**src/rtl/cam_pwr_seq_pkg.sv**
```systemverilog
// Shared types, limits and timing helpers for the camera power-up sequencer.
package cam_pwr_seq_pkg;

  localparam int unsigned CAM_MAX_CH = 8;

  typedef enum logic [1:0] {
    IDLE = 2'd0,
    PWDN = 2'd1,
    RST  = 2'd2,
    INIT = 2'd3
  } cam_seq_state_e;

  // Microseconds to clock cycles; freq must be a whole number of MHz.
  function automatic int unsigned us_to_cyc(input int unsigned us, input int unsigned freq);
    return us * (freq / 32'd1_000_000);
  endfunction

endpackage

```
**src/rtl/cam_pwr_seq_if.sv**
```systemverilog
// Control/status bundle between camera shell (master) and power sequencer (slave).
interface cam_pwr_seq_if #(
  parameter int unsigned N = 1
);
  logic [N-1:0] en;
  logic [N-1:0] pwdn_req;
  logic [N-1:0] reinit;
  logic [N-1:0] cam_pwdn;
  logic [N-1:0] cam_rst_n;
  logic [N-1:0] ready;
  logic         busy;

  modport master (
    output en, pwdn_req, reinit,
    input  cam_pwdn, cam_rst_n, ready, busy
  );

  modport slave (
    input  en, pwdn_req, reinit,
    output cam_pwdn, cam_rst_n, ready, busy
  );
endinterface

```
**src/rtl/cam_pwr_seq_timer.sv**
```systemverilog
// Shared phase timer: loadable down-counter that parks at zero.
module cam_pwr_seq_timer #(
  parameter int unsigned W = 1
) (
  input  logic         clk,
  input  logic         rst_n,
  input  logic         load,
  input  logic [W-1:0] load_val,
  input  logic         clr,
  output logic         zero
);

  logic [W-1:0] cnt;

  always_ff @(posedge clk or negedge rst_n) begin
    if (!rst_n) begin
      cnt <= '0;
    end else if (clr) begin
      cnt <= '0;
    end else if (load) begin
      cnt <= load_val;
    end else if (cnt != '0) begin
      cnt <= cnt - W'(1);
    end
  end

  assign zero = (cnt == '0);

endmodule

```
**src/rtl/cam_pwr_seq.sv**
```systemverilog
// Multi-camera PWDN/RESETB sequencer: brings channels up one at a time with datasheet
// hold times, supports run-time kill and re-initialisation, and flags per-channel ready.
module cam_pwr_seq
  import cam_pwr_seq_pkg::*;
#(
  parameter int unsigned NUM_CAM     = 1,
  parameter int unsigned CLK_FREQ_HZ = 100_000_000,
  parameter int unsigned T_PWDN_US   = 1000,
  parameter int unsigned T_RST_US    = 1000,
  parameter int unsigned T_INIT_US   = 20000
) (
  input  logic          clk,
  input  logic          rst_n,
  cam_pwr_seq_if.slave  bus
);

  localparam int unsigned T_PWDN  = us_to_cyc(T_PWDN_US, CLK_FREQ_HZ);
  localparam int unsigned T_RST   = us_to_cyc(T_RST_US, CLK_FREQ_HZ);
  localparam int unsigned T_INIT  = us_to_cyc(T_INIT_US, CLK_FREQ_HZ);
  localparam int unsigned T_MAX_A = (T_PWDN > T_RST) ? T_PWDN : T_RST;
  localparam int unsigned T_MAX   = (T_MAX_A > T_INIT) ? T_MAX_A : T_INIT;
  localparam int unsigned TMR_W   = (T_MAX > 1) ? $clog2(T_MAX) : 1;
  localparam int unsigned CH_W    = (NUM_CAM > 1) ? $clog2(NUM_CAM) : 1;

  if (CLK_FREQ_HZ % 1_000_000 != 0) begin : g_bad_freq
    $error("cam_pwr_seq: CLK_FREQ_HZ must be a whole number of MHz");
  end
  if (NUM_CAM < 1 || NUM_CAM > CAM_MAX_CH) begin : g_bad_num
    $error("cam_pwr_seq: NUM_CAM out of range");
  end
  if (T_PWDN == 0 || T_RST == 0 || T_INIT == 0) begin : g_bad_time
    $error("cam_pwr_seq: phase times must be at least one cycle");
  end

  cam_seq_state_e state, state_d;
  logic [CH_W-1:0]    cur_ch, cur_d, pick;
  logic [NUM_CAM-1:0] kill, rdy_keep, wants;
  logic [NUM_CAM-1:0] ready_d, pwdn_d, rst_n_d;
  logic               tmr_load, tmr_clr, tmr_zero, set_rdy;
  logic [TMR_W-1:0]   tmr_val;

  // A reinit pulse drops ready in the same evaluation, so the channel is eligible at once.
  always_comb begin
    kill     = ~bus.en | bus.pwdn_req;
    rdy_keep = bus.ready & ~kill & ~bus.reinit;
    wants    = ~kill & ~rdy_keep;
    pick     = '0;
    for (int i = int'(NUM_CAM) - 1; i >= 0; i--) begin
      if (wants[i]) pick = CH_W'(i);
    end
  end

  always_ff @(posedge clk or negedge rst_n) begin
    if (!rst_n) begin
      state  <= IDLE;
      cur_ch <= '0;
    end else begin
      state  <= state_d;
      cur_ch <= cur_d;
    end
  end

  always_comb begin
    state_d  = state;
    cur_d    = cur_ch;
    tmr_load = 1'b0;
    tmr_val  = '0;
    tmr_clr  = 1'b0;
    set_rdy  = 1'b0;
    case (state)
      IDLE: if (|wants) begin
        state_d  = PWDN;
        cur_d    = pick;
        tmr_load = 1'b1;
        tmr_val  = TMR_W'(T_PWDN - 1);
      end
      PWDN: if (tmr_zero) begin
        state_d  = RST;
        tmr_load = 1'b1;
        tmr_val  = TMR_W'(T_RST - 1);
      end
      RST: if (tmr_zero) begin
        state_d  = INIT;
        tmr_load = 1'b1;
        tmr_val  = TMR_W'(T_INIT - 1);
      end
      INIT: if (tmr_zero) begin
        state_d = IDLE;
        set_rdy = 1'b1;
      end
      default: state_d = IDLE;
    endcase
    // Killing the channel in flight aborts the sequence on this edge.
    if (state != IDLE && kill[cur_ch]) begin
      state_d  = IDLE;
      tmr_load = 1'b0;
      tmr_clr  = 1'b1;
      set_rdy  = 1'b0;
    end
  end

  // Pin/ready targets follow the next state so the outputs can be registered.
  always_comb begin
    ready_d = rdy_keep;
    pwdn_d  = '1;
    rst_n_d = '0;
    for (int i = 0; i < int'(NUM_CAM); i++) begin
      if (set_rdy && cur_ch == CH_W'(i)) ready_d[i] = 1'b1;
      pwdn_d[i]  = ~(ready_d[i] | (cur_d == CH_W'(i) && (state_d == RST || state_d == INIT)));
      rst_n_d[i] = ready_d[i] | (cur_d == CH_W'(i) && state_d == INIT);
    end
  end

  always_ff @(posedge clk or negedge rst_n) begin
    if (!rst_n) begin
      bus.cam_pwdn  <= '1;
      bus.cam_rst_n <= '0;
      bus.ready     <= '0;
      bus.busy      <= 1'b0;
    end else begin
      bus.cam_pwdn  <= pwdn_d;
      bus.cam_rst_n <= rst_n_d;
      bus.ready     <= ready_d;
      bus.busy      <= (state_d != IDLE);
    end
  end

  cam_pwr_seq_timer #(
    .W (TMR_W)
  ) u_timer (
    .clk      (clk),
    .rst_n    (rst_n),
    .load     (tmr_load),
    .load_val (tmr_val),
    .clr      (tmr_clr),
    .zero     (tmr_zero)
  );

endmodule
```
**src/flat_wrapper.sv**
```systemverilog
// flat-port wrapper written by rule: the top's interface ports become plain ports
module cam_pwr_seq_flat import cam_pwr_seq_pkg::*;
#(
  parameter int unsigned NUM_CAM     = 1,
  parameter int unsigned CLK_FREQ_HZ = 100_000_000,
  parameter int unsigned T_PWDN_US   = 1000,
  parameter int unsigned T_RST_US    = 1000,
  parameter int unsigned T_INIT_US   = 20000
)
  (clk, rst_n, bus_en, bus_pwdn_req, bus_reinit, bus_cam_pwdn, bus_cam_rst_n, bus_ready, bus_busy);
  cam_pwr_seq_if bus_i ();
  input  logic clk;
  input  logic rst_n;
  input wire logic [$bits(bus_i.en)-1:0] bus_en;
  input wire logic [$bits(bus_i.pwdn_req)-1:0] bus_pwdn_req;
  input wire logic [$bits(bus_i.reinit)-1:0] bus_reinit;
  output wire logic [$bits(bus_i.cam_pwdn)-1:0] bus_cam_pwdn;
  output wire logic [$bits(bus_i.cam_rst_n)-1:0] bus_cam_rst_n;
  output wire logic [$bits(bus_i.ready)-1:0] bus_ready;
  output wire logic [$bits(bus_i.busy)-1:0] bus_busy;
  assign bus_i.en = bus_en;
  assign bus_i.pwdn_req = bus_pwdn_req;
  assign bus_i.reinit = bus_reinit;
  assign bus_cam_pwdn = bus_i.cam_pwdn;
  assign bus_cam_rst_n = bus_i.cam_rst_n;
  assign bus_ready = bus_i.ready;
  assign bus_busy = bus_i.busy;
  cam_pwr_seq #(.NUM_CAM(NUM_CAM), .CLK_FREQ_HZ(CLK_FREQ_HZ), .T_PWDN_US(T_PWDN_US), .T_RST_US(T_RST_US), .T_INIT_US(T_INIT_US)) u_core (.clk(clk), .rst_n(rst_n), .bus(bus_i));
endmodule
```
**config.mk**
```make
export PLATFORM = sky130hd
export DESIGN_NAME = cam_pwr_seq_flat
export DESIGN_NICKNAME = d
export VERILOG_FILES = /design/src/rtl/cam_pwr_seq_pkg.sv /design/src/rtl/cam_pwr_seq_if.sv /design/src/rtl/cam_pwr_seq_timer.sv /design/src/rtl/cam_pwr_seq.sv /design/src/flat_wrapper.sv
export SDC_FILE = /design/constraint.sdc
export NUM_CORES = 1
export LEC_CHECK = 0
export ABC_AREA = 1
export ABC_CLOCK_PERIOD_IN_PS = 2950
export CELL_PAD_IN_SITES_DETAIL_PLACEMENT = 2
export CELL_PAD_IN_SITES_GLOBAL_PLACEMENT = 2
export CORE_MARGIN = 2
export CORE_UTILIZATION = 36
export CTS_BUF_LIST = sky130_fd_sc_hd__clkbuf_2
export CTS_CLUSTER_SIZE = 30
export DETAILED_ROUTE_END_ITERATION = 6
export HOLD_SLACK_MARGIN = 0.02
export MAX_ROUTING_LAYER = met4
export PLACE_DENSITY = 0.91
export SLEW_MARGIN = 20
export SYNTH_ARGS = -nofsm -noshare
export SYNTH_HDL_FRONTEND = slang
export SYNTH_HIERARCHICAL = 1
export SYNTH_SLANG_ARGS = --single-unit
```
**constraint.sdc**
```tcl
create_clock -name clk -period 2.95 [get_ports clk]
set_input_delay 0.59 -clock clk [delete_from_list [all_inputs] [get_ports clk]]
set_output_delay 0.59 -clock clk [all_outputs]
set_load 0.005 [all_outputs]
```
Word-level counts from Yosys, hierarchy flattened
Cells that the tools add are included.

Add/subtract/negate cells: 1. Magnitude comparators: 1. Equality and inequality tests: 5. Multiplexer cells: 24. Bitwise operators: 13. Reduce and logical (&&, ||, !) cells: 12.

Operators by type and width (count): $mux W21 (4); $pmux W21 S3 (1); $mux W17 (2); $logic_not A21 Y1 (1); $reduce_bool A21 Y1 (1); $sub A21 B1 Y21 const B (1); $mux W1 (10); $mux W2 (5); $eq A2 B2 Y1 const B (4); $pmux W2 S4 (1); $not A1 Y1 (7); $logic_and A1 B1 Y1 (4); $reduce_bool A2 Y1 (2); $and A1 B1 Y1 (3); $or A1 B1 Y1 (3); $reduce_bool A3 Y1 (1); $eq A2 B1 Y1 const B (1); $logic_not A2 Y1 (1); $pmux W1 S2 (1); $reduce_or A2 Y1 (1); $logic_or A1 B1 Y1 (1); $lt A1 B1 Y1 const B (1).

Bits in registers: 28. Word-level logic and storage cells: 63.

Depth between registers and ports, before layout
Gate-level depths: netlist of run 1.

Depth in word-level cells: 15. Depth in mapped cells: 13. Depth with buffers taken out: 13.

Modules after synthesis
The synthesis of run 1 kept the hierarchy.

Modules (own cells, without submodules): cam_pwr_seq_timer (instances 1, cells an instance 232, area an instance 1554.0 µm², sequential area each 525.5 µm²); cam_pwr_seq (instances 1, cells an instance 69, area an instance 511.7 µm², sequential area each 176.4 µm²).

Worst setup path before layout of run 1
No wires, ideal clock.

Path type: register to register. Start: reg u_core.u_timer.cnt[0]. End: reg u_core.u_timer.cnt[15]. Library setup time: 0.117 ns. Arrival time: 2.070 ns. Required time: 2.833 ns. Slack: 0.763 ns. Stages on the path, launching flop included: 14. Buffers on the path: 2. Clock period less this slack: 2.187 ns. Cells stage by stage: dfrtp_1 > inv_1 > ha_1 > nand2_1 > nor2_2 > and3_1 > nand3_1 > o21ai_0 > buf_2 > inv_1 > buf_2 > or2_2 > nand3_1 > nor2_1.

Longest elaborated chain between the ends: 6.

Ends and longest elaborated chain: start, declared (line cam_pwr_seq_timer.sv:13) `logic [W-1:0] cnt;`; start signal, assigned (line cam_pwr_seq_timer.sv:21) `cnt <= load_val;`; start signal, assigned (line cam_pwr_seq_timer.sv:23) `cnt <= cnt - W'(1);`; $logic_not A21 Y1 * (line cam_pwr_seq_timer.sv:27) `assign zero = (cnt == '0);`; net u_core.tmr_zero (line cam_pwr_seq.sv:39) `logic tmr_load, tmr_clr, tmr_zero, set_rdy;`; $mux W1 * (line cam_pwr_seq.sv:77, cam_pwr_seq.sv:82); $pmux W1 S2 * (line cam_pwr_seq.sv:70) `case (state)`; $mux W1 * (line cam_pwr_seq.sv:94) `if (state != IDLE && kill[cur_ch]) begin`; net u_core.tmr_load (line cam_pwr_seq.sv:39); $mux W21 (line cam_pwr_seq_timer.sv:20) `end else if (load) begin`; $mux W21 (line cam_pwr_seq_timer.sv:18) `end else if (clr) begin`.

The timed path passes the listed nets; every way through them passes the cells marked *. The select of a mux whose other input is x is not followed. A chain may end at the register's enable or synchronous reset.

Worst setup path in the final report of run 1
Start: reg u_core.u_timer.cnt[1]. End: reg u_core.u_timer.cnt[5].

Same word-level chain as after synthesis.

==> results.txt, run 1 <==
first-pass GRT wire length: 12300 um
global-route usage over all layers: 0.259
Hold Crit Class: input port to async pin
RSZ-0062 raised after global routing: false
Rows: 27
sequential area share after synthesis: 0.340
Slowest Stage Delay on Critical Path: 0.48 ns
H-tree Lvls: 1
crit-path max FO: 13
CTS tree: built
startpoint types: flop
share of cells above drive strength 1: 0.139
DRT Wirelength: 7340 um
status: completed
Worst-Skew Late Latency: 0.40 ns
synth top area cells: dfrtp_1, nand2_1, nor2_1
dominant register cell in the synthesized netlist: dfrtp_1
top cell type's share of synthesized area: 0.327
Initial Util: 0.373
min setup slack post-route: 0.210 ns
vias in the first global route: 2337
Synth top cells by count: nand2_1, nor2_1, inv_1
largest net degree at the start of global routing: 29
Via density: 5.24
crit path buf inv count: 1
YS warnings: 6
Final Hold Fails: 0
Final Slew Violations: 0
cell taking the most area after synthesis: dfrtp_1
hold buffers post-CTS: 0
Clock Skew: 0.0199 ns
Die H: 79.8 um
Post-Syn Area: 2070 um2
Post-synth ARST share: 1.00
Worst Path Required: 3.28 ns
Core ar.: 5540 um2
Cells after Synth: 301
CTS buffer count: 3
nets@finish: 330
Final Hold Slack: 0.517 ns
Leak: 1.20 nW
Tmin final: 2.74 ns
Critical-path top delay cell: dfrtp_1
Initial DRT Pass Iterations: 4
root cell of the clock tree: clkbuf_2
PwrDens: 1070 nW/um2
core occupancy in the finished layout: 0.414
DP Area: 2250 um2
distinct cell type count after synthesis: 31
CTS max path bufs: 2
critical path depth in cells: 11
Final setup viols: 0
num ports: 9
reg2reg setup slack: 0.21 ns
Max-Cap Viols: 0
worst-path cell chain: inv_1 > ha_1 > nand2_1 > nor2_2 > and3_1 > nand3_1 > o21ai_1 > nor2_1 > nand4_4 > nand2_2 > a21oi_1
Syn-to-layout area delta: 11.1%
initial antenna violation count: 0
die area: 6360 um2
Gates resized, CTS repair: 0
Starting DRT DRC Count: 88
reg2reg end: u_core/u_timer/cnt[5]
Sink Count: 28
worst-case reg-to-reg path depth: 11
DR WL/cell: 18.9 um
cell with the most instances after synthesis: nand2_1
Avg Cell Area, Syn: 6.86 um2
dpl cells: 384
worst slack at placement: 0.333 ns
grt total ovfl: 0
Final Cycle Share: 0.929
placer congestion estimate: 0.871
Setup TNS: 0 ns
port bufs: 8
# diodes: 0
critical path capture point type: flop
vias: 2033
total power: 2.45 mW
DP HPWL: 5270 um
Max Freq: 365 MHz
post-route DRC violation count: 0
kind of critical path: flop to flop
launch point of the worst reg-to-reg path: u_core/u_timer/cnt[1]
Top Family by Delay on Critical Path: simple AND/OR/NAND/NOR gates
die span in x: 79.8 um
Finished Layout Cells: 388
post-route cell area: 2290 um2
Post-synth EDFFs: 0
antenna-violating nets left: 0
Max VDD drop: 0.000364 V
Setup Buffers After CTS: 0
Critical Path AT: 3.07 ns
clock slew seen by the registers of the worst setup and hold paths: 0.32 ns
synthesized flop and latch total: 28
sequential cells by signal, summed over array words and instances, names as in the netlist:
signal                cells
u_core/bus.busy           1
u_core/u_timer/cnt       21
u_core/state              2
u_core/cur_ch             1
u_core/bus.ready          1
u_core/bus.cam_pwdn       1
u_core/bus.cam_rst_n      1
area by class of cell:
class | instances | area (um2)
inverter | 39 | 146
clock buffer | 3 | 15.0
sequential | 28 | 702
tap | 72 | 90.1
clock inverter | 1 | 30.0
multi-input combinational | 231 | 1190
fill | 668 | 3250
timing repair buffer | 14 | 125
where the power goes:
group	internal [mW]	switching, mW
clock network	0.116	0.135
registers	0.526	0.148
logic	0.490	1.04
cells in the final DEF, fill, tap and decap left out, drive strengths merged:
cell type,count
nand2,77
nor2,64
inv,38
nand3,29
dfrtp,27
or2,10
o21ai,10
a21oi,9
clkdlybuf4s50,8
ha,8
nand4,7
buf,6
conb,5
clkbuf,3
nand3b,2
and3,2
xor2,2
xnor2,2
bufinv,1
o211ai,1
clkinv,1
o21bai,1
dfstp,1
a21boi,1
o22ai,1
logic make-up (layout without fill, tap and decap cells):
kind of cell,count (synthesis),in the layout,share of synthesized area
buffers and inverters,46,57,0.0933
other,1,5,0.00182
adders and majority gates,8,8,0.0485
DFF,28,28,0.340
AOI/OAI and AO/OA,23,23,0.0636
and+or+nand+nor,191,191,0.436
xor gates and xnor gates,4,4,0.0170
how the worst max path moves through the flow:
stage,slack (ns),from,to
after floorplan,0.76,u_core/u_timer/cnt[0],u_core/u_timer/cnt[15]
after global routing,0.02,u_core/u_timer/cnt[1],u_core/u_timer/cnt[5]
after CTS,0.22,u_core/u_timer/cnt[1],u_core/u_timer/cnt[5]
final,0.21,u_core/u_timer/cnt[1],u_core/u_timer/cnt[5]
after global placement,0.47,bus_pwdn_req,u_core/u_timer/cnt[4]
after detailed placement,0.33,bus_pwdn_req,u_core/u_timer/cnt[6]
layer usage:
layer / track usage / vias to the layer above / share of wire
li1: - / 964 / -
met1: 0.313 / 1016 / 0.44
met5: - / - / 0
met4: 0.0915 / 0 / 0.028
met3: 0.0204 / 16 / 0.024
met2: 0.456 / 37 / 0.51
No activity file was read; power rests on OpenSTA's default activity.
==> run 2, diff against run 1 <==
--- a/config.mk
+++ b/config.mk
@@ -5,18 +5,17 @@
 export SDC_FILE = /design/constraint.sdc
 export NUM_CORES = 1
 export LEC_CHECK = 0
-export ABC_AREA = 1
 export ABC_CLOCK_PERIOD_IN_PS = 2950
 export CELL_PAD_IN_SITES_DETAIL_PLACEMENT = 2
 export CELL_PAD_IN_SITES_GLOBAL_PLACEMENT = 2
 export CORE_MARGIN = 2
-export CORE_UTILIZATION = 36
+export CORE_UTILIZATION = 39
 export CTS_BUF_LIST = sky130_fd_sc_hd__clkbuf_2
 export CTS_CLUSTER_SIZE = 30
 export DETAILED_ROUTE_END_ITERATION = 6
 export HOLD_SLACK_MARGIN = 0.02
 export MAX_ROUTING_LAYER = met4
-export PLACE_DENSITY = 0.91
+export PLACE_DENSITY = 0.9
 export SLEW_MARGIN = 20
 export SYNTH_ARGS = -nofsm -noshare
 export SYNTH_HDL_FRONTEND = slang
==> run 2 against run 1 <==
Effect of this change:
- synthesized area shrank 17%
- combinational power shrank 40%
- fmax grew 1.1%
- utilization grew 4.3 points
- register-to-register slack gained 0.03 ns
- largest cell class unchanged
- largest power group unchanged
==> results.txt, run 2 <==
min setup slack post-route: 0.240 ns
Flop pwr share: 0.367
Worst-Skew Late Latency: 0.36 ns
clock slew seen by the registers of the worst setup and hold paths: 0.29 ns
port bufs: 8
Setup TNS: 0 ns
Gates resized, CTS repair: 0
Finished Layout Cells: 254
cell with the most instances after synthesis: dfrtp_1
CTS tree: built
switch share: 0.437
max reg flops: 21
Synth top cells by count: dfrtp_1, nand2_1, o21ai_0
status: completed
Max-Cap Viols: 0
synthesized flop and latch total: 28
critical path capture point type: flop
Largest Register: u_core/u_timer/cnt
Initial DRT Pass Iterations: 4
global-route usage over all layers: 0.233
Max VDD drop: 0.000312 V
Logic pwr share: 0.504
Final setup viols: 0
Post-Synth Adder-Cell Area: 0.0584
YS warnings: 6
initial antenna violation count: 0
Final Hold Fails: 0
busiest grt layer: met2
worst slew pin tran: 0.519 ns
Die H: 70.3 um
placer congestion estimate: 0.871
post-route DRC violation count: 0
CTS buffer count: 3
top cell type's share of synthesized area: 0.394
DR WL/cell: 20.3 um
first-pass GRT wire length: 8690 um
die span in x: 70.3 um
distinct cell type count after synthesis: 48
Avg Cell Area, Syn: 9.37 um2
Syn-to-layout area delta: 14.5%
reg2reg end: u_core/bus.busy
Post-Syn Area: 1710 um2
dominant register cell in the synthesized netlist: dfrtp_1
crit-path max FO: 8
kind of critical path: flop to flop
cell taking the most area after synthesis: dfrtp_1
Setup Buffers After CTS: 0
grt total ovfl: 0
worst-case reg-to-reg path depth: 7
DRT Wirelength: 5160 um
post-synthesis mux area share: 0.00584
clock group share of total power: 0.130
core occupancy in the finished layout: 0.457
Initial Util: 0.399
Sink Count: 28
# diodes: 0
Critical Path AT: 2.95 ns
Slew Limit Headroom: 0.651
vias: 1435
Clock Skew: 0.0137 ns
most frequent cells in the layout: dfrtp_1, nand2_1, o21ai_0, nor2_1, xnor2_1
hold buffers post-CTS: 0
num ports: 9
met3 usage: 0.0245
DP Area: 1910 um2
H-tree Lvls: 1
Leak: 0.808 nW
XOR/XNOR Fraction of Synth Area: 0.0869
simple-gate share of the synthesized area: 0.246
registers with the most flip-flops: u_core/u_timer/cnt (21), u_core/state (2)
Hold Crit Class: input port to async pin
Max Freq: 369 MHz
dpl cells: 250
Final Hold Slack: 0.543 ns
main combinational cell family by area after synthesis: simple AND/OR/NAND/NOR gates
nets@finish: 216
Via density: 5.65
sequential area share after synthesis: 0.409
Core ar.: 4290 um2
post-synthesis compound-gate area fraction: 0.158
Cell Int Power: 1.02 mW
Worst Path Required: 3.19 ns
grt met2 use: 0.429
synth top area cells: dfrtp_1, xnor2_1, ha_1
root cell of the clock tree: clkbuf_2
PwrDens: 924 nW/um2
total power: 1.81 mW
Post-synth EDFFs: 0
worst slack at placement: 0.142 ns
Final Slew Violations: 0
Rows: 24
RSZ-0062 raised after global routing: false
vias in the first global route: 1644
reg2reg setup slack: 0.24 ns
post-route cell area: 1960 um2
Final Cycle Share: 0.919
CTS max path bufs: 2
antenna-violating nets left: 0
launch point of the worst reg-to-reg path: u_core/u_timer/cnt[9]
startpoint types: flop
Cells after Synth: 183
share of cells above drive strength 1: 0.129
Tmin final: 2.71 ns
DP HPWL: 4090 um
Starting DRT DRC Count: 68
commonest non-fill, non-tap cell in the layout: dfrtp_1
die area: 4940 um2
Post-synth ARST share: 1.00
met1 GRT Util: 0.271
largest net degree at the start of global routing: 29
Psw: 0.793 mW
## run 2: worst max-delay path, cell delays in order, from the launching register on
cell and delay, ns:
dfrtp_1 0.50, or4_4 0.59, nand4b_4 0.27, nor2_4 0.23, buf_4 0.17, o21bai_1 0.08, a32o_2 0.25, o32ai_1 0.48
## run 2: layout make-up
| class | instances | area, um2 |
|---|---|---|
| Timing Repair Buffer | 16 | 140 |
| Sequential cell | 28 | 702 |
| Clock buffer | 3 | 15.0 |
| Multi-Input combinational cell | 146 | 981 |
| Fill cell | 479 | 2330 |
| Inverter | 8 | 30.0 |
| Clock inverter | 1 | 30.0 |
| Tap cell | 52 | 65.1 |
## run 2: how the worst max path moves through the flow
stage                                from  depth (start not counted)                      to
CTS                 u_core/u_timer/cnt[9]                         10  u_core/u_timer/cnt[10]
finish              u_core/u_timer/cnt[9]                          7         u_core/bus.busy
global placement    u_core/u_timer/cnt[9]                         10  u_core/u_timer/cnt[10]
global route        u_core/u_timer/cnt[9]                         10  u_core/u_timer/cnt[10]
detailed placement  u_core/u_timer/cnt[9]                         10   u_core/u_timer/cnt[9]
floorplan           u_core/u_timer/cnt[9]                         11  u_core/u_timer/cnt[15]
## run 2: power groups by stage
stage	logic, mW	registers (mW)	clock network [mW]
after floorplan	0.637	0.623	0
after global placement	0.818	0.649	0
after detailed placement	0.905	0.673	0
after CTS	0.916	0.665	0.243
after global routing	1.02	0.684	0.259
final	0.914	0.665	0.235
## run 2: metal layers
metal / wire length (um) / share of wire
met2: 2810 / 0.55
met3: 154 / 0.030
met5: 0 / 0
met1: 2080 / 0.40
met4: 110 / 0.021
## run 2: logic make-up after synthesis
kind of cell               Yosys count
DFF                                 28
and+or+nand+nor                     74
buffers and inverters               13
AOI/OAI and AO/OA                   41
other                                1
adders and majority gates            8
muxes                                1
xor gates and xnor gates            17
